<file path="config.mk">
export PLATFORM = sky130hd
export DESIGN_NAME = iic_burst_ctrl
export DESIGN_NICKNAME = d
export VERILOG_FILES = /design/src/rtl/iic_burst_ctrl.sv
export SDC_FILE = /design/constraint.sdc
export NUM_CORES = 1
export LEC_CHECK = 0
export BUFFER_PORTS_ARGS = -buffer_cell sky130_fd_sc_hd__buf_2
export CORE_MARGIN = 8
export CORE_UTILIZATION = 60
export CTS_BUF_LIST = sky130_fd_sc_hd__clkbuf_8
export CTS_CLUSTER_SIZE = 16
export DETAILED_ROUTE_END_ITERATION = 8
export PLACE_DENSITY_LB_ADDON = 0.12
export SYNTH_ARGS = -nofsm -noshare
export SYNTH_HDL_FRONTEND = slang
export SYNTH_SLANG_ARGS = --single-unit
</file>
<file path="constraint.sdc">
create_clock -name CLK -period 2.9 [get_ports CLK]
set_input_delay 0.725 -clock CLK [delete_from_list [all_inputs] [get_ports CLK]]
set_output_delay 0.725 -clock CLK [all_outputs]
set_load 0.02 [all_outputs]
</file>
<file path="src/rtl/iic_burst_ctrl.sv">
// Burst controller in front of iic_func_module: buffers write bytes in a small
// FIFO and sequences multi-byte EEPROM writes (with the internal write-time gap)
// or reads. Each byte is issued as one Start_Sig/Done_Sig handshake.
module iic_burst_ctrl #(
  parameter int BUF_DEPTH  = 16,
  parameter int WR_GAP_CYC = 100000
) (
  input  logic       CLK,
  input  logic       RSTn,
  input  logic       Wr_Push,
  input  logic [7:0] Wr_Byte,
  output logic       Buf_Full,
  input  logic       Req_Wr,
  input  logic       Req_Rd,
  input  logic [7:0] Base_Addr,
  input  logic [4:0] Len,
  output logic       Busy,
  output logic       Burst_Done,
  output logic       Err,
  output logic       Rd_Valid,
  output logic [7:0] Rd_Byte,
  output logic [1:0] Start_Sig,
  output logic [7:0] Addr_Sig,
  output logic [7:0] WrData,
  input  logic [7:0] RdData,
  input  logic       Done_Sig
);

  localparam int AW = $clog2(BUF_DEPTH);
  localparam int GW = $clog2(WR_GAP_CYC + 1);
  localparam logic [AW:0]   FULL_CNT = (AW + 1)'(BUF_DEPTH);
  localparam logic [GW-1:0] GAP_LAST = GW'(WR_GAP_CYC - 1);

  typedef enum logic [2:0] {
    S_IDLE, S_ISSUE, S_WAIT, S_GAP, S_NEXT, S_FIN
  } state_t;

  state_t state, state_n;

  logic [7:0]    mem [BUF_DEPTH];
  logic [AW-1:0] wr_ptr, rd_ptr;
  logic [AW:0]   count;

  logic [7:0]    base_q;
  logic [4:0]    len_q;
  logic          cmd_wr_q;
  logic [4:0]    idx;
  logic [GW-1:0] gap_cnt;
  logic          err_q, rd_valid_q;
  logic [7:0]    rd_byte_q;

  logic          accept_window, req_any, req_bad, start_ok, reject;
  logic          push_ok, pop_ok, done_in_wait, active;
  logic [1:0]    cmd;

  // A request is evaluated only while no burst is running (IDLE or the FIN cycle).
  assign accept_window = (state == S_IDLE) || (state == S_FIN);
  assign req_any  = Req_Wr | Req_Rd;
  assign req_bad  = (Req_Wr && Req_Rd) || (Len == 5'd0) || (Len > 5'd16) ||
                    (Req_Wr && (32'(count) < 32'(Len)));
  assign start_ok = accept_window && req_any && !req_bad;
  assign reject   = accept_window && req_any && req_bad;

  assign done_in_wait = (state == S_WAIT) && Done_Sig;
  assign push_ok  = Wr_Push && !Buf_Full && !Busy;
  assign pop_ok   = done_in_wait && cmd_wr_q;
  assign Buf_Full = (count == FULL_CNT);

  // Address/data are only meaningful while a byte transfer is outstanding.
  assign active   = (state == S_ISSUE) || (state == S_WAIT);
  assign cmd      = cmd_wr_q ? 2'b01 : 2'b10;
  assign Addr_Sig = active ? (base_q + {3'b000, idx}) : 8'h00;
  assign WrData   = (active && cmd_wr_q) ? mem[rd_ptr] : 8'h00;

  assign Err      = err_q;
  assign Rd_Valid = rd_valid_q;
  assign Rd_Byte  = rd_byte_q;

  // State register.
  always_ff @(posedge CLK or negedge RSTn) begin
    if (!RSTn) state <= S_IDLE;
    else       state <= state_n;
  end

  // Next-state and command outputs; Start_Sig drops in the Done_Sig cycle.
  always_comb begin
    state_n    = state;
    Start_Sig  = 2'b00;
    Busy       = 1'b0;
    Burst_Done = 1'b0;
    case (state)
      S_IDLE: if (start_ok) state_n = S_ISSUE;
      S_ISSUE: begin
        Busy      = 1'b1;
        Start_Sig = cmd;
        state_n   = S_WAIT;
      end
      S_WAIT: begin
        Busy = 1'b1;
        if (Done_Sig) begin
          if (cmd_wr_q)                  state_n = S_GAP;
          else if (idx + 5'd1 == len_q)  state_n = S_FIN;
          else                           state_n = S_NEXT;
        end else begin
          Start_Sig = cmd;
        end
      end
      S_GAP: begin
        Busy = 1'b1;
        if (gap_cnt == GAP_LAST) state_n = (idx == len_q) ? S_FIN : S_NEXT;
      end
      S_NEXT: begin
        Busy    = 1'b1;
        state_n = S_ISSUE;
      end
      S_FIN: begin
        Burst_Done = 1'b1;
        state_n    = start_ok ? S_ISSUE : S_IDLE;
      end
      default: state_n = S_IDLE;
    endcase
  end

  // Latch burst parameters on acceptance and step the byte index on each Done_Sig.
  always_ff @(posedge CLK or negedge RSTn) begin
    if (!RSTn) begin
      base_q   <= 8'h00;
      len_q    <= 5'd0;
      cmd_wr_q <= 1'b0;
      idx      <= 5'd0;
    end else if (start_ok) begin
      base_q   <= Base_Addr;
      len_q    <= Len;
      cmd_wr_q <= Req_Wr;
      idx      <= 5'd0;
    end else if (done_in_wait) begin
      idx      <= idx + 5'd1;
    end
  end

  // EEPROM write-time gap counter; runs only in GAP.
  always_ff @(posedge CLK or negedge RSTn) begin
    if (!RSTn)               gap_cnt <= '0;
    else if (state == S_GAP) gap_cnt <= gap_cnt + 1'b1;
    else                     gap_cnt <= '0;
  end

  // Rejection pulse and read-data capture.
  always_ff @(posedge CLK or negedge RSTn) begin
    if (!RSTn) begin
      err_q      <= 1'b0;
      rd_valid_q <= 1'b0;
      rd_byte_q  <= 8'h00;
    end else begin
      err_q      <= reject;
      rd_valid_q <= done_in_wait && !cmd_wr_q;
      if (done_in_wait && !cmd_wr_q) rd_byte_q <= RdData;
    end
  end

  // FIFO pointers and occupancy.
  always_ff @(posedge CLK or negedge RSTn) begin
    if (!RSTn) begin
      wr_ptr <= '0;
      rd_ptr <= '0;
      count  <= '0;
    end else begin
      if (push_ok) wr_ptr <= wr_ptr + 1'b1;
      if (pop_ok)  rd_ptr <= rd_ptr + 1'b1;
      case ({push_ok, pop_ok})
        2'b10:   count <= count + 1'b1;
        2'b01:   count <= count - 1'b1;
        default: count <= count;
      endcase
    end
  end

  // FIFO storage.
  always_ff @(posedge CLK) begin
    if (push_ok) mem[wr_ptr] <= Wr_Byte;
  end

endmodule

</file>
==> out/qor.csv <==
metric,value,unit
status,"complete, but fails checks",
violated checks,setup timing,
std cell rows,43,
FMAX,310,MHz
final non-filler cell total,829,
NumNets Final,693,
RSZ-0062 raised after global routing,yes,
M1 WL,7.17,mm
die area,0.0181,mm²
CTS max path bufs,2,
Post-Syn Area,0.00844,mm²
final setup fails,11,
sequential area share after synthesis,0.639,
Worst slew margin,0.548,
Startpoint Class,flop,
post-DP HPWL,11.5,mm
PnR worst setup slack,-321,ps
Sinks on Clock Net,190,
Worst R2R Path Depth,13,
uppermost routed layer,met5,
"Warnings, synthesis",0,
WP data required,2170,ps
first drt pass iteration count,6,
worst vdd ir,0.480,mV
Final Hold Viols,0,
total grt overflow,0,
# IOs,66,
Clk Tree Root Cell,clkbuf_8,
placed inst area,0.00908,mm²
initial antenna violation count,1,
GRT Util Overall,0.205,
syn_area_per_cell,15.9,µm²
clk_lat worst skew,460,ps
Antenna Cells,0,
routed vias/inst,5.90,
routed length on met2,9.37,mm
Initial Utilization,0.610,
final wirelength,17.8,mm
vias in the first global route,5029,
max-slew violation count,0,
post-synth cell types,46,
Die Height,135,µm
Setup TNS,-2790,ps
H-tree levels,4,
clk slew on worst S/H paths,100,ps
Seq cells post-synth,190,
critical path class,flop to primary output,
Layout area overhead,15.9,%
dpl cells,783,
crit end category,primary output,
actual slew at the worst max-slew pin,679,ps
Post-Syn Nets,587,
CP max FO,5,
layout cell share with drive strength beyond 1,0.339,
DR vias,4892,
Min-Delay Path Class,primary input to asynchronous set/reset pin,
largest net degree at the start of global routing,37,
CP arrival,2500,ps
first-pass GRT wire length,27.9,mm
Final period util,1.11,
pwr/cell area,958,mW/mm²
Final GP Congestion,0.794,
Design Power,9.37,mW
drt drc,0,
Antenna Violating Nets Remaining,0,
Die Width,135,µm
min cycle time layout,3220,ps
Max Clock Skew,15.7,ps
"most common cell after layout, fill and taps aside",edfxtp_1,
Mapped Cells,530,
TritonCTS clock tree,done,
total CTS buffers,17,
most frequent cells in the layout,"128 x edfxtp_1, 59 x dfrtp_1, 54 x buf_2, 40 x mux4_2, 38 x nor2_1",
DR WL met3,880,µm
# fillers,915,
Post-CTS Hold Buffers,0,
core footprint,0.0138,mm²
Max Cap Violations,0,
IO buf count,65,
worst hold slack,292,ps
Wirelength per Cell,21.5,µm
post-route cell area,0.00978,mm²
Lkg Pwr,3.74,nW
Starting DRT DRC Count,492,
## routing by layer
layer  vias to the layer above  GRT usage
li1                       2208          -
met1                      2523      0.249
met2                       127      0.350
met3                        32     0.0487
met4                         2     0.0755
met5                         -          0
## cells in the mapped netlist (all sizes together)
cell type,number,share of area
or4,1,0.00089
buf,16,0.016
and3,12,0.0089
clkbuf,2,0.00089
nor3b,3,0.0039
o41ai,1,0.0010
o21a,1,0.00089
nand4,5,0.0037
and2,19,0.014
a21oi,16,0.0095
o221ai,1,0.0010
a2111oi,1,0.0010
a31oi,1,0.00074
nand4b,1,0.0010
nor4,1,0.00074
a211oi,1,0.00089
fa,2,0.0047
and4,2,0.0021
dfrtp,62,0.18
nor2,39,0.018
nor2b,3,0.0022
xnor2,20,0.021
ha,20,0.030
o22ai,1,0.00074
nor3,9,0.0053
o21bai,2,0.0018
nand2,21,0.0093
o21ai,14,0.0083
or3,4,0.0030
a21o,4,0.0036
nand3b,1,0.00089
xor2,23,0.024
edfxtp,128,0.46
mux4,40,0.12
nand3,11,0.0065
inv,17,0.0076
mux2,21,0.028
nand2b,3,0.0022
a211o,1,0.0010
## timing repair
action / CTS / global route
gates cloned: 4 / 0
buffers inserted: 7 / 3
setup endpoints to repair: 12 / 12
gates resized for setup: 64 / 9
pin swaps: 17 / 7
## worst paths after layout
kind	startpoint	to	slack, ps
setup / recovery	rd_ptr[0]$_DFFE_PN0P_	WrData[1]	-320
hold / removal	RSTn	base_q[5]$_DFFE_PN0N_	290
setup reg to reg	count[0]$_DFFE_PN0P_	count[4]$_DFFE_PN0P_	210
hold reg to reg	gap_cnt[0]$_DFF_PN0_	gap_cnt[0]$_DFF_PN0_	500
max in group asynchronous	RSTn	gap_cnt[3]$_DFF_PN0_	1970
min in group CLK	RdData[0]	Rd_Byte[0]$_DFFE_PN0P_	490
## kinds of logic (layout without fill, tap and decap cells)
family | count (synthesis) | count (layout) | synth area share
DFF | 190 | 190 | 0.639
buffers and inverters | 35 | 154 | 0.0246
adders and majority gates | 22 | 22 | 0.0344
muxes | 61 | 61 | 0.144
AOI/OAI and AO/OA | 44 | 44 | 0.0305
and+or+nand+nor | 135 | 135 | 0.0824
xor gates and xnor gates | 43 | 43 | 0.0446
## flip-flops by register name, indices dropped and copies added, names as in the netlist
name,cells
base_q,8
rd_ptr,4
Rd_Valid,1
Rd_Byte,8
state,3
wr_ptr,4
count,5
cmd_wr_q,1
idx,5
Err,1
mem,128
gap_cnt,17
len_q,5
## cell type report
cell class / count / area [µm²] / share of cell area
clock buffer: 17 / 234 / 0.0239
tap: 180 / 225 / 0.0230
sequential: 190 / 5400 / 0.552
clock inverter: 15 / 178 / 0.0182
inverter: 17 / 63.8 / 0.00652
multi-input combinational: 305 / 2840 / 0.290
timing repair buffer: 105 / 841 / 0.0860
## power by group
group          switching (mW)  internal, mW
registers               0.341          3.33
clock network           0.985         0.798
logic                    1.92          1.99
## through the flow
stage,setup WS (ps),util
floorplan,202,-
global placement,156,0.657
detailed placement,141,0.657
CTS,-344,0.703
global route,-392,0.707
finish,-321,0.707
## critical path, cell delays in order (launching register included)
cell and delay [ps]:
dfrtp_2 430, buf_12 150, buf_16 130, mux4_2 500, mux4_2 500, and3_4 190
buf_6 120
No activity file was read; power rests on OpenSTA's default activity.
